**config.mk**
```make
export PLATFORM = sky130hd
export DESIGN_NAME = i2s_master_tx
export DESIGN_NICKNAME = d
export VERILOG_FILES = /design/src/rtl/i2s_master_tx.sv
export SDC_FILE = /design/constraint.sdc
export NUM_CORES = 1
export LEC_CHECK = 0
export CAP_MARGIN = 20
export CORE_UTILIZATION = 45
export CTS_CLUSTER_DIAMETER = 30
export CTS_CLUSTER_SIZE = 25
export DETAILED_ROUTE_END_ITERATION = 8
export DONT_BUFFER_PORTS = 1
export GPL_TIMING_DRIVEN = 0
export PLACE_DENSITY = 0.59
export SETUP_SLACK_MARGIN = 0.5
export SLEW_MARGIN = 20
export SYNTH_ARGS = -nofsm -noshare
export SYNTH_HDL_FRONTEND = slang
export SYNTH_SLANG_ARGS = --single-unit
export TNS_END_PERCENT = 30
```
**constraint.sdc**
```tcl
create_clock -name clk -period 3.46 [get_ports clk]
set_input_delay 0.173 -clock clk [delete_from_list [all_inputs] [get_ports clk]]
set_output_delay 0.173 -clock clk [all_outputs]
set_load 0.05 [all_outputs]
```
**src/rtl/i2s_master_tx.sv**
```systemverilog
//-----------------------------------------------------------------------------
// i2s_master_tx
//
// I2S bus-master transmitter. Generates the bit clock and word select itself
// and serializes a double-buffered left/right sample pair, MSB first, with the
// standard one-bit delay after each word-select change. A one-clk smpl_req
// pulse marks the moment the holding registers are consumed. A one-clk
// underrun pulse marks a frame that started with no fresh pair written.
//
// Build option:
//   I2S_TX_UNDERRUN_ZERO_EN  defined     : an underrun frame sends silence, and
//                                          the holding regs are zeroed.
//                            not defined : an underrun frame resends the last
//                                          loaded pair.
//
// Parameters:
//   SCLK_DIV  clk cycles per I2S_sclk half period (>= 2)
//   WORD_W    sample width in bits (1..31); each channel slot is 32 sclk
//
// Ports:
//   clk       system clock
//   RST_n     asynchronous active-low reset
//   en        transmit enable; low clears the bit clock and frame counters
//   lft_in    left sample, two's complement
//   rght_in   right sample, two's complement
//   wrt       1-clk strobe that captures lft_in/rght_in into the holding regs
//   smpl_req  1-clk pulse: holding regs consumed, supply the next pair
//   underrun  1-clk pulse: a frame started without a fresh pair
//   I2S_sclk  bit clock (receiver samples on the rising edge)
//   I2S_ws    word select, 0 = left, 1 = right
//   I2S_data  serial data, MSB first
//-----------------------------------------------------------------------------
`timescale 1ns/1ps
module i2s_master_tx #(
    parameter int SCLK_DIV = 16,
    parameter int WORD_W   = 24
) (
    input  logic              clk,
    input  logic              RST_n,
    input  logic              en,
    input  logic [WORD_W-1:0] lft_in,
    input  logic [WORD_W-1:0] rght_in,
    input  logic              wrt,
    output logic              smpl_req,
    output logic              underrun,
    output logic              I2S_sclk,
    output logic              I2S_ws,
    output logic              I2S_data
);

    localparam int               CNT_W     = (SCLK_DIV > 1) ? $clog2(SCLK_DIV) : 1;
    localparam logic [CNT_W-1:0] CNT_LAST  = CNT_W'(SCLK_DIV - 1);
    localparam logic [4:0]       LAST_SLOT = 5'(WORD_W);

    logic [CNT_W-1:0]  clk_cnt_reg;
    logic [5:0]        bit_cnt_reg;    // index of the bit driven on the next fall
    logic [WORD_W-1:0] hold_l_reg;
    logic [WORD_W-1:0] hold_r_reg;
    logic [WORD_W-1:0] shift_l_reg;
    logic [WORD_W-1:0] shift_r_reg;
    logic              fresh_reg;      // holding regs written since the last load

    logic       wrap;
    logic       fall;
    logic       frame_start;
    logic [4:0] slot;
    logic       in_word;

    // The half-period counter only runs while enabled, so the first rise
    // lands SCLK_DIV clk after en and the first fall 2*SCLK_DIV clk after en.
    assign wrap        = en && (clk_cnt_reg == CNT_LAST);
    assign fall        = wrap && I2S_sclk;
    assign slot        = bit_cnt_reg[4:0];
    assign frame_start = fall && (bit_cnt_reg == 6'd0);
    // Slot 0 of each half is the one-bit I2S delay; sample bits sit in
    // slots 1..WORD_W and the rest of the slot is zero padding.
    assign in_word     = (slot != 5'd0) && (slot <= LAST_SLOT);

    //-------------------------------------------------------------------------
    // Bit clock, frame position, and the serial outputs
    //-------------------------------------------------------------------------
    always_ff @(posedge clk or negedge RST_n) begin
        if (!RST_n) begin
            clk_cnt_reg <= '0;
            bit_cnt_reg <= 6'd0;
            I2S_sclk    <= 1'b0;
            I2S_ws      <= 1'b1;
            I2S_data    <= 1'b0;
        end else if (!en) begin
            clk_cnt_reg <= '0;
            bit_cnt_reg <= 6'd0;
            I2S_sclk    <= 1'b0;
            I2S_ws      <= 1'b1;
            I2S_data    <= 1'b0;
        end else begin
            if (wrap) begin
                clk_cnt_reg <= '0;
                I2S_sclk    <= ~I2S_sclk;
            end else begin
                clk_cnt_reg <= clk_cnt_reg + 1'b1;
            end

            // ws and data only change together with the falling sclk edge.
            if (fall) begin
                bit_cnt_reg <= bit_cnt_reg + 6'd1;
                I2S_ws      <= bit_cnt_reg[5];
                if (in_word) begin
                    I2S_data <= bit_cnt_reg[5] ? shift_r_reg[WORD_W-1]
                                               : shift_l_reg[WORD_W-1];
                end else begin
                    I2S_data <= 1'b0;
                end
            end
        end
    end

    //-------------------------------------------------------------------------
    // Holding regs, shift regs, and the request/underrun handshake
    //-------------------------------------------------------------------------
    always_ff @(posedge clk or negedge RST_n) begin
        if (!RST_n) begin
            hold_l_reg  <= '0;
            hold_r_reg  <= '0;
            shift_l_reg <= '0;
            shift_r_reg <= '0;
            fresh_reg   <= 1'b0;
            smpl_req    <= 1'b0;
            underrun    <= 1'b0;
        end else begin
            smpl_req <= frame_start;
            // A write landing on the load clk counts as fresh data.
            underrun <= frame_start && !wrt && !fresh_reg;

            if (wrt) begin
                hold_l_reg <= lft_in;
                hold_r_reg <= rght_in;
                fresh_reg  <= 1'b1;
            end

            if (frame_start) begin
                // Assignments here win over the capture above, so a write on
                // the load clk leaves fresh clear and is consumed immediately.
                fresh_reg <= 1'b0;
                if (wrt) begin
                    shift_l_reg <= lft_in;
                    shift_r_reg <= rght_in;
                end else if (fresh_reg) begin
                    shift_l_reg <= hold_l_reg;
                    shift_r_reg <= hold_r_reg;
                end else begin
`ifdef I2S_TX_UNDERRUN_ZERO_EN
                    shift_l_reg <= '0;
                    shift_r_reg <= '0;
                    hold_l_reg  <= '0;
                    hold_r_reg  <= '0;
`else
                    // Holding still equals the pair loaded last frame.
                    shift_l_reg <= hold_l_reg;
                    shift_r_reg <= hold_r_reg;
`endif
                end
            end else if (fall && in_word) begin
                if (bit_cnt_reg[5]) begin
                    shift_r_reg <= shift_r_reg << 1;
                end else begin
                    shift_l_reg <= shift_l_reg << 1;
                end
            end
        end
    end

endmodule

```
=== Word level (Yosys, flattened, before mapping) ===
Index checks and enable logic that the tools add are counted.

* $add $sub $neg: 2
* Multiply operators: 0
* Div/mod/pow operators: 0
* $lt $le $gt $ge: 1
* Equal/unequal tests: 4
* Shift-type cells: 0
* Mux-type cells: 22
* Bitwise gates (word level): 1
* Reduce and logical (&&, ||, !) cells: 16

{| class="wikitable"
|+ Operators by type and width
! operator !! count
|-
| 24-bit two-way mux || 8
|-
| 6-bit two-way mux || 2
|-
| 1-bit two-way mux || 10
|-
| 4-bit two-way mux || 2
|-
| 1-bit logical AND || 7
|-
| 6-bit by 1-bit adder with 6-bit output (second input constant) || 1
|-
| 6-bit logical NOT || 1
|-
| 2-bit by 1-bit inequality test with 1-bit output (second input constant) || 3
|-
| 2-bit nonzero test || 3
|-
| 5-bit less-or-equal comparator (second input constant) || 1
|-
| 5-bit nonzero test || 1
|-
| 4-bit by 1-bit adder with 4-bit output (second input constant) || 1
|-
| 4-bit == test (second input constant) || 1
|-
| 2-bit AND reduction || 2
|-
| 1-bit logical NOT || 2
|-
| 1-bit NOT || 1
|}

* Register bits: 112
* Bits in latches: 0
* Memory bits (writable): 0
* ROM bits: 0
* Bits of input ports: 52
* Output and inout port bits: 5
* Logic and storage cells: 58
* Memories: 0

=== Depth between registers and ports, before layout ===
Gate-level depths: netlist of run 1.

* Depth after elaboration: 6
* Gate-level depth with buffers: 9
* Gate-level depth less buffers: 7

=== Worst setup path before layout of run 1 ===
OpenSTA, ideal clock, no wires.

* Path type: register to register
* Start point: reg I2S_sclk
* End point: reg shift_r_reg[14]
* Setup time: 0.128 ns
* Arrival time: 2.384 ns
* Required time: 3.332 ns
* Setup slack: 0.948 ns
* Cell stages (with the launch flop): 9
* Buffers on the path: 2
* Clock period less this slack: 2.512 ns
* Path through: dfrtp_1 and4_1 nand2_1 or3_4 inv_2 buf_6 buf_8 mux2_1 mux2_1

* Word-level cells in the longest chain between the ends: 4
* Elaborated cells on any way between the ends: 7
* Those cells by class: mux (1); reduce/logical (6)

{| class="wikitable"
|+ RTL lines
! element !! RTL line !! text
|-
| from (decl) || 46 || <nowiki>output logic I2S_sclk,</nowiki>
|-
| from (signal assigned) || 98 || <nowiki>I2S_sclk <= ~I2S_sclk;</nowiki>
|-
| 1-bit logical AND (*) || 72 || <nowiki>assign fall = wrap && I2S_sclk;</nowiki>
|-
| 1-bit logical AND, on equally long branches || 74, 162 ||
|-
| 2-bit nonzero test (no line) || - ||
|-
| 2-bit AND reduction (no line) || - ||
|-
| to (signal assigned) || 146 || <nowiki>shift_r_reg <= rght_in;</nowiki>
|-
| to (signal assigned) || 149 || <nowiki>shift_r_reg <= hold_r_reg;</nowiki>
|-
| to (signal assigned) || 159 || <nowiki>shift_r_reg <= hold_r_reg;</nowiki>
|-
| to (decl) || 60 || <nowiki>logic [WORD_W-1:0] shift_r_reg;</nowiki>
|}

Mark *: on every way between the ends. The rest lies on a longest branch, timed or not.
A chain may end at the register's enable or synchronous reset.

=== Worst setup path in the final report of run 1 ===
* Start point: reg I2S_sclk
* End point: reg shift_r_reg[13]

The elaborated chain is that of the path after synthesis.

==> out/results.txt, run 1 <==
Status -> complete, no violations
Hold Vio Cnt, Final -> 0
Fillers -> 866
Clk_skew -> 0.0181 ns
Drt first pass iters -> 4
Final setup viols -> 0
CP most frequent cell -> mux2_1
DR iter-0 viols -> 103
Total track usage -> 0.159
Reg power frac -> 0.593
WHS Path Cells -> 3
Syn_area_per_cell -> 14.5 um^2
Clk sink count -> 112
Antenna Nets Post-Route -> 0
Reg2reg start -> I2S_sclk
Critical path's slowest cell -> dfrtp_1
Slew HR -> 0.490
Share of cells above drive strength 1 -> 0.333
Non-filler instance count after layout -> 542
Startpoint types -> flip-flop
Async SR Flop Fraction -> 1.00
Comb pwr share -> 0.075
Die extent in x -> 107 um
HP Start -> en
Pwr Total -> 2.33 mW
CP Class -> flip-flop to flip-flop
CP top delay family -> simple AND/OR/NAND/NOR gates
Final net count -> 456
Clk pin slew, worst setup/hold paths -> 0.11 ns
Slew of the pin with the lowest slew margin -> 0.759 ns
Post-DP HPWL -> 5.27 mm
Period utilization -> 0.796
Yosys warns -> 0
CP Depth -> 8
Core outline area -> 0.0105 mm^2
Initial core utilization -> 0.471
# H-tree levels -> 3
Clock root buffer -> clkbuf_8
Top FF cell, synth -> dfrtp_1
Post-synth EDFFs -> 0
HP Class -> input pin to flip-flop
Slew Limit Fails -> 0
GPL Wtd Cong -> 0.735
Fmax -> 0.363 GHz
Yosys reg bits -> 112
ANT cells -> 0
Sw frac -> 0.243
CTS tree -> built
Placed cells -> 475
Die height -> 107 um
Largest net degree at the start of global routing -> 113
Cells after Synth -> 339
Avg WL per Cell -> 15.0 um
Global route overflow -> 0
Clk buf depth -> 2
Sequential share of the synthesized area -> 0.569
Vias in the first global route -> 2,978
Psw -> 0.564 mW
Setup TNS -> 0 ns
Crit path required time -> 3.73 ns
Leading cell type in the layout, fill and taps excluded -> dfrtp_1
First-pass GRT wire length -> 14.1 mm
Power Dens Cells -> 400 mW/mm^2
Vias per cell -> 5.11
CP Cell Sequence -> and4_1 -> nand2_1 -> or3_4 -> inv_2 -> buf_6 -> buf_8 -> mux2_1 -> mux2_1
CTS Buf Count -> 9
Hold-fix buffers at CTS -> 51
Post-Route WL -> 8.12 mm
Die area -> 0.0114 mm^2
Cell variety after synth -> 39
Min Tclk post-route -> 2.75 ns
Critical Path Max Stage Delay -> 0.72 ns
Crit end category -> flip-flop
Max-cap viol count -> 0
WP buf/inv -> 3
Crit-path max FO -> 10
DR DRC count -> 0
IO Count -> 57
Worst Reg-to-Reg Cells -> 8
Arr. time, crit path -> 3.02 ns
Initial antenna violation count -> 0
RSZ-0062 raised after global routing -> no
Area growth, synth to finish -> 18.1%
Internal power -> 1.76 mW
Num rows -> 37
Crit path launch -> I2S_sclk
Pleak -> 2.73 nW
Post-CTS sizing -> 0
Clock power share -> 0.332
Synth Cell Area -> 0.00493 mm^2
Peak supply drop -> 0.189 mV
Postcts setup bufs -> 0
Mapped Nets -> 394
Commonest non-fill, non-tap cells in the layout -> dfrtp_1 (111), mux2_2 (104), dlygate4sd3_1 (50), mux2_1 (36), clkbuf_8 (10)
IO Port Bufs -> 0
DR vias -> 2,768
Clock latency on the worst-skew pair -> 0.38 ns
[power groups by stage]
stage,registers [mW],clock network [mW],logic [mW]
after floorplan,1.40,0,0.0835
after global placement,1.41,0,0.0986
after detailed placement,1.41,0,0.101
after CTS,1.38,0.802,0.178
after global routing,1.39,0.853,0.195
final,1.38,0.773,0.174
[per-stage QoR]
stage          hold WS, ns  setup slack [ns]   util  area (um^2)
6_report            0.0896             0.707  0.557         5820
5_1_grt             0.0958             0.536  0.557         5820
4_1_cts             0.0816             0.682  0.557         5820
3_5_place_dp        -0.120             0.693  0.488         5100
3_3_place_gp        -0.120             0.712  0.488         5100
2_1_floorplan       -0.123             0.948      -         4930
[worst reg2reg max path: stages (launching register included)]
cell	delay [ns]
dfrtp_1	0.72
and4_1	0.36
nand2_1	0.12
or3_4	0.41
inv_2	0.09
buf_6	0.17
buf_8	0.15
mux2_1	0.33
mux2_1	0.29
[synthesized netlist by cell type (all sizes together), types with 2 or more instances]
master	instances	area, um^2
o21ai	2	10.0
nor4	3	18.8
mux2	140	1580
xor2	2	17.5
nor3	3	20.0
inv	8	30.0
nand2	7	26.3
nor2	6	22.5
mux2i	3	30.0
and3	2	12.5
or3	2	17.5
buf	14	100
nand3	4	20.0
and2	7	43.8
dfrtp	111	2780
o22ai	3	18.8
xnor2	4	35.0
ha	3	37.5
clkbuf	4	15.0
[routing by layer]
| metal | track usage | vias to the layer above | share of wire |
|---|---|---|---|
| li1 | - | 1326 | - |
| met5 | 0 | - | 0 |
| met4 | 0.0646 | 0 | 0.017 |
| met2 | 0.253 | 45 | 0.46 |
| met1 | 0.209 | 1385 | 0.48 |
| met3 | 0.0365 | 12 | 0.039 |
[final timing paths]
path | to | slack (ns)
setup reg to reg | shift_r_reg[13] | 0.71
hold / removal | bit_cnt_reg[2] | 0.09
min in group asynchronous | hold_r_reg[9] | 0.38
max in group asynchronous | I2S_ws | 2.63
hold reg to reg | underrun | 0.44
setup / recovery | shift_r_reg[13] | 0.71
[cell type report]
type	count	area [um^2]	area share
buffer	18	115	0.0198
clock buffer	10	138	0.0236
clock inverter	6	57.6	0.00988
inverter	8	30.0	0.00516
multi-input combinational	201	1980	0.340
sequential	112	2800	0.481
tap	136	170	0.0292
timing repair buffer	51	528	0.0907
[logic make-up (layout without fill, tap and decap cells)]
group / count (synthesis) / after routing / share of synthesized area
compound gates: 9 / 9 / 0.0119
buf+inv: 26 / 93 / 0.0294
fa+ha+maj: 3 / 3 / 0.00761
mux: 143 / 143 / 0.326
flops: 112 / 112 / 0.569
simple gates: 40 / 40 / 0.0459
xor+xnor: 6 / 6 / 0.0107
No activity file was read; power rests on OpenSTA's default activity.
==> run 2: changes to the inputs <==
--- a/config.mk
+++ b/config.mk
@@ -12,7 +12,7 @@
 export DETAILED_ROUTE_END_ITERATION = 8
 export DONT_BUFFER_PORTS = 1
 export GPL_TIMING_DRIVEN = 0
-export PLACE_DENSITY = 0.59
+export PLACE_DENSITY = 0.61
 export SETUP_SLACK_MARGIN = 0.5
 export SLEW_MARGIN = 20
 export SYNTH_ARGS = -nofsm -noshare
==> constraint.sdc (replaced) <==
create_clock -name clk -period 2.3 [get_ports clk]
set_input_delay 0.115 -clock clk [delete_from_list [all_inputs] [get_ports clk]]
set_output_delay 0.115 -clock clk [all_outputs]
set_load 0.05 [all_outputs]
==> run 2 against run 1 <==
Effect of this change:
- global-route usage increased by 0.72 points
- first-iteration DRC count shrank 24%
- sequential power up 51%
- final cell count up 3.0%
- critical endpoint is now shift_r_reg[9]
- cell area is 10% higher
- clock skew is 0.0036 ns lower
- count of clock-buffer cells in the layout rose by 1
- the flow now finishes with violations (negative hold slack, negative setup slack)
- worst hold slack worse by 0.67 ns
==> out/results.txt, run 2 (synthesis results as in run 1) <==
ANT cells -> 0 (unchanged)
Critical path's slowest cell -> or4b_4
Initial antenna violation count -> 0 (unchanged)
Critical Path Max Stage Delay -> 0.45 ns (-0.27 ns)
Global route overflow -> 0 (unchanged)
Post-DP HPWL -> 5.28 mm (+0.26%)
Die extent in x -> 107 um (unchanged)
Crit end category -> flip-flop
Vias in the first global route -> 2,991 (+0.44%)
CP top delay family -> simple AND/OR/NAND/NOR gates
Hold Vio Cnt, Final -> 112 (+112)
DR vias -> 2,858 (+3.3%)
Largest net degree at the start of global routing -> 113 (unchanged)
Die height -> 107 um (unchanged)
Min Tclk post-route -> 2.53 ns (-0.221 ns)
CTS Buf Count -> 9 (unchanged)
Placed cells -> 475 (unchanged)
Clock latency on the worst-skew pair -> 0.37 ns (about the same)
HP Class -> input pin to async pin
Area growth, synth to finish -> 29.9%
Total track usage -> 0.166 (+0.00716)
GPL Wtd Cong -> 0.706 (-4.0%)
Crit path launch -> bit_cnt_reg[0]
DR DRC count -> 0 (unchanged)
DR iter-0 viols -> 78 (-24%)
Util after Layout -> 0.612 (+0.0557)
Pleak -> 2.88 nW (+5.6%)
IO Count -> 57 (unchanged)
Core outline area -> 0.0105 mm^2 (unchanged)
First-pass GRT wire length -> 14.8 mm (+4.9%)
Final setup viols -> 46 (+46)
# H-tree levels -> 3 (unchanged)
RSZ-0062 raised after global routing -> yes
Fin Hold WS -> -0.581 ns (-0.671 ns)
Leading cell type in the layout, fill and taps excluded -> dfrtp_1
Clk buf depth -> 2 (unchanged)
Setup TNS -> -8.88 ns (-8.88 ns)
Vias per cell -> 5.12 (+0.29%)
Startpoint types -> flip-flop
Num rows -> 37 (unchanged)
IO Port Bufs -> 0 (unchanged)
DP Worst Slack -> -0.353 ns (-1.05 ns)
Commonest non-fill, non-tap cells in the layout -> dfrtp_1 (110), mux2_4 (79), mux2_2 (60), dlygate4sd3_1 (49)
Crit path required time -> 2.57 ns (-1.16 ns)
Final net count -> 472 (+3.5%)
Power Dens Cells -> 555 mW/mm^2 (+39%)
WP buf/inv -> 4 (+1)
Peak supply drop -> 0.279 mV (+48%)
Non-filler instance count after layout -> 558 (+3.0%)
Slew HR -> 0.587 (+0.0975)
Drt first pass iters -> 4 (unchanged)
Arr. time, crit path -> 2.80 ns (-0.22 ns)
Share of cells above drive strength 1 -> 0.467 (+0.134)
Reg2reg start -> bit_cnt_reg[0]
Clk sink count -> 112 (unchanged)
Hold-fix buffers at CTS -> 49 (-3.9%)
Clk_skew -> 0.0145 ns (-0.00362 ns)
CP Class -> flip-flop to flip-flop
Period utilization -> 1.10 (+0.305)
Clk pin slew, worst setup/hold paths -> 0.11 ns (about the same)
Pwr Total -> 3.56 mW (+53%)
Crit-path max FO -> 6 (-4)
Avg WL per Cell -> 16.1 um (+7.3%)
Die area -> 0.0114 mm^2 (unchanged)
Antenna Nets Post-Route -> 0 (unchanged)
Status -> complete, but fails checks
Final WS setup -> -0.232 ns (-0.939 ns)
Initial core utilization -> 0.471 (unchanged)
Slew Limit Fails -> 0 (unchanged)
Fmax -> 0.395 GHz (+8.7%)
CTS tree -> built
Clock root buffer -> clkbuf_8
Post-Route WL -> 8.96 mm (+10%)
CP Cell Sequence -> inv_2 -> ha_4 -> or4b_4 -> or3_4 -> inv_6 -> buf_12 -> clkbuf_16 -> mux2_1 -> mux2_4
Slew of the pin with the lowest slew margin -> 0.619 ns (-0.140 ns)
Max-cap viol count -> 0 (unchanged)
Failing checks -> negative hold slack, negative setup slack
==> run 2: changes by cell type in the layout (fill, tap and decap cells not counted), moves of 3 or more <==
cell	before	now
mux2_4	0	79
mux2_2	104	60
mux2_1	36	1
buf_4	2	11
buf_8	1	5
buf_12	1	4
clkbuf_16	0	3
==> run 2: metal layers <==
| layer | vias to the layer above | wire [um] | GRT usage | part of all wire |
|---|---|---|---|---|
| met4 | 0 | 115 | 0.0587 | 0.013 |
| li1 | 1352 | - | - | - |
| met1 | 1457 | 4410 | 0.228 | 0.49 |
| met3 | 9 | 234 | 0.0310 | 0.026 |
| met2 | 40 | 4200 | 0.264 | 0.47 |
| met5 | - | 0 | 0 | 0 |
==> run 2: report_power, final <==
part,total (mW),switching [mW],internal [mW]
clock network,1.25,0.679,0.573
registers,2.08,0.0225,2.05
logic,0.227,0.0828,0.145
==> run 2: worst paths after layout <==
check | end | slack [ns] | depth (start not counted)
worst max register to register | shift_r_reg[9] | -0.23 | 9
worst min register to register | underrun | 0.44 | 1
min in group clk | bit_cnt_reg[2] | 0.04 | 3
worst min-delay path | hold_r_reg[11] | -0.58 | 0
worst max-delay path | shift_r_reg[9] | -0.23 | 9
max in group asynchronous | I2S_ws | 2.66 | 0
==> run 2: layout make-up <==
cell class,instances,area [um^2]
flip-flops and latches,112,2810
well taps,136,170
clock buffers,11,151
inverters,8,35.0
plain buffers,18,158
clock inverters,5,61.3
multi-input cells,201,2310
repair buffers,67,712
fillers,835,4060
==> run 2: through the flow <==
stage / hold WS, ns / cell area, um^2
after global routing: -0.610 / 6410
after detailed placement: -0.178 / 5160
final: -0.581 / 6410
after floorplan: -0.181 / 4990
after CTS: -0.589 / 6130
after global placement: -0.178 / 5160
==> run 2: what timing repair did <==
action,4_1_cts,5_1_grt
endpoints found under the hold margin,163,112
resized for setup,51,48
buffers inserted,11,4
endpoints found under the setup margin,52,52
pin swaps,1,2
gates cloned,0,3
==> run 3: changes to the inputs <==
--- a/config.mk
+++ b/config.mk
@@ -11,8 +11,8 @@
 export CTS_CLUSTER_SIZE = 25
 export DETAILED_ROUTE_END_ITERATION = 8
 export DONT_BUFFER_PORTS = 1
-export GPL_TIMING_DRIVEN = 0
 export PLACE_DENSITY = 0.61
+export RECOVER_POWER = 100
 export SETUP_SLACK_MARGIN = 0.5
 export SLEW_MARGIN = 20
 export SYNTH_ARGS = -nofsm -noshare
==> run 3 against run 2 <==
Effect of this change:
- sequential share of layout area is 1.9 points higher
- cell area decreased by 4.2%
- first-iteration DRC count increased by 2.6%
- worst setup slack better by 0.11 ns
- flip-flop and latch count unchanged
- critical path depth fell by 1
- global-route usage is 0.76 points lower
- highest routed layer unchanged
- utilization is 2.6 points lower
- the flow still finishes with violations (negative hold slack, negative setup slack)
- combinational power is 3% lower
- worst hold slack about the same
==> out/results.txt, run 3 (synthesis results as in run 1) <==
Crit path required time -> 2.56 ns (about the same)
Vias per cell -> 5.13 (+0.20%)
CP Cell Sequence -> inv_2 -> ha_4 -> or4b_4 -> or3_4 -> clkinv_8 -> clkbuf_16 -> mux2_2 -> mux2_2
DR iter-0 viols -> 80 (+2.6%)
Num rows -> 37 (unchanged)
Clk_skew -> 0.0122 ns (-0.00233 ns)
Post-Route WL -> 8.70 mm (-2.9%)
Leading cell type in the layout, fill and taps excluded -> dfrtp_1
Commonest non-fill, non-tap cells in the layout -> dfrtp_1 (110), mux2_2 (83), dlygate4sd3_1 (49), mux2_4 (43), mux2_1 (14)
Area growth, synth to finish -> 24.5%
Power Dens Cells -> 554 mW/mm^2 (-0.24%)
Slew Limit Fails -> 0 (unchanged)
First-pass GRT wire length -> 14.0 mm (-5.6%)
Max-cap viol count -> 0 (unchanged)
Worst Reg-to-Reg Cells -> 8 (-1)
Slew of the pin with the lowest slew margin -> 0.699 ns (+0.0801 ns)
Die extent in x -> 107 um (unchanged)
Clock root buffer -> clkbuf_8
Fmax -> 0.414 GHz (+4.7%)
Fin Hold WS -> -0.581 ns (-0.0000400 ns)
CP Class -> flip-flop to flip-flop
Global route overflow -> 0 (unchanged)
Core outline area -> 0.0105 mm^2 (unchanged)
HP Class -> input pin to async pin
Status -> complete, but fails checks
Clk buf depth -> 2 (unchanged)
Largest net degree at the start of global routing -> 113 (unchanged)
Post-DP HPWL -> 5.11 mm (-3.2%)
Initial antenna violation count -> 0 (unchanged)
DR DRC count -> 0 (unchanged)
Crit-path max FO -> 11 (+5)
Hold-fix buffers at CTS -> 50 (+2.0%)
Peak supply drop -> 0.327 mV (+17%)
Final WS setup -> -0.118 ns (+0.114 ns)
Slew HR -> 0.534 (-0.0534)
Crit end category -> flip-flop
GPL Wtd Cong -> 0.752 (+6.5%)
Arr. time, crit path -> 2.68 ns (-0.12 ns)
Share of cells above drive strength 1 -> 0.422 (-0.0449)
Clock latency on the worst-skew pair -> 0.37 ns (about the same)
Period utilization -> 1.05 (-0.0496)
Die height -> 107 um (unchanged)
IO Count -> 57 (unchanged)
R2R Setup Slk -> -0.12 ns (+0.11 ns)
Avg WL per Cell -> 15.9 um (-0.77%)
Crit path launch -> bit_cnt_reg[0]
Hold Vio Cnt, Final -> 112 (unchanged)
IO Port Bufs -> 0 (unchanged)
Critical path's slowest cell -> or4b_4
Failing checks -> negative hold slack, negative setup slack
Die area -> 0.0114 mm^2 (unchanged)
CTS Buf Count -> 9 (unchanged)
Antenna Nets Post-Route -> 0 (unchanged)
Critical Path Max Stage Delay -> 0.45 ns (about the same)
Clk sink count -> 112 (unchanged)
Total track usage -> 0.158 (-0.00764)
Startpoint types -> flip-flop
Reg2reg start -> bit_cnt_reg[0]
Final setup viols -> 46 (unchanged)
RSZ-0062 raised after global routing -> yes
Pleak -> 2.78 nW (-3.7%)
ANT cells -> 0 (unchanged)
CTS tree -> built
Reg2reg end -> shift_r_reg[3]
CP most frequent cell -> mux2_2
# H-tree levels -> 3 (unchanged)
Vias in the first global route -> 2,871 (-4.0%)
Drt first pass iters -> 3 (-1)
Initial core utilization -> 0.471 (unchanged)
Final net count -> 460 (-2.5%)
DP Worst Slack -> -0.165 ns (+0.188 ns)
Min Tclk post-route -> 2.42 ns (-0.114 ns)
DR vias -> 2,802 (-2.0%)
Clk pin slew, worst setup/hold paths -> 0.11 ns (about the same)
## run 3: per-stage QoR
step           instance area, um^2  power, mW  instances   util  TNS (ns)
6_report                      6140       3.40        546  0.587     -3.51
5_1_grt                       6140       3.54        546  0.587     -6.32
4_1_cts                       5960       3.46        543  0.570     -5.22
3_5_place_dp                  5230       2.26        477  0.500     -5.92
3_3_place_gp                  5230       2.25        477  0.500     -3.91
2_1_floorplan                 4990       2.24        339      -     -2.83
## run 3: cell type report
cell class / count / area (um^2)
Clock inverter: 6 / 52.6
Fill cell: 870 / 4320
Timing Repair Buffer: 73 / 753
Tap cell: 136 / 170
Multi-Input combinational cell: 201 / 2190
Clock buffer: 10 / 128
Inverter: 8 / 42.5
Sequential cell: 112 / 2810
## run 3: worst max path at each step
stage | endpoint | slack (ns) | cells after the start
2_1_floorplan | shift_r_reg[11] | -0.15 | 9
3_3_place_gp | shift_l_reg[14] | -0.12 | 8
3_5_place_dp | shift_r_reg[7] | -0.17 | 8
4_1_cts | shift_r_reg[7] | -0.17 | 8
5_1_grt | shift_l_reg[16] | -0.18 | 8
6_report | shift_r_reg[3] | -0.12 | 8
## run 3: timing repair
action                                  CTS  global route
gates cloned                              0             2
resized for setup                        10            36
endpoints found under the hold margin   175           112
endpoints found under the setup margin   47            51
buffers inserted                          0             1
## run 3: where the power goes
| group | leakage, nW | switching (mW) | internal, mW | total [mW] |
|---|---|---|---|---|
| clock | 0.0918 | 0.689 | 0.413 | 1.10 |
| combinational | 1.25 | 0.0815 | 0.139 | 0.221 |
| sequential | 1.43 | 0.0219 | 2.05 | 2.08 |
| total | 2.78 | 0.793 | 2.61 | 3.40 |
## run 3: critical path: cells and delay by family (launching register included)
kind / cells / cell delay, ns
adders and majority gates: 1 / 0.14
buffers and inverters: 3 / 0.36
DFF: 1 / 0.40
muxes: 2 / 0.59
and+or+nand+nor: 2 / 0.83
## run 3: routing by layer
metal / wire, um / share of wire / global-route usage
met3: 235 / 0.027 / 0.0328
met2: 4260 / 0.49 / 0.263
met4: 114 / 0.013 / 0.0528
met5: 0 / 0 / 0
met1: 4090 / 0.47 / 0.207
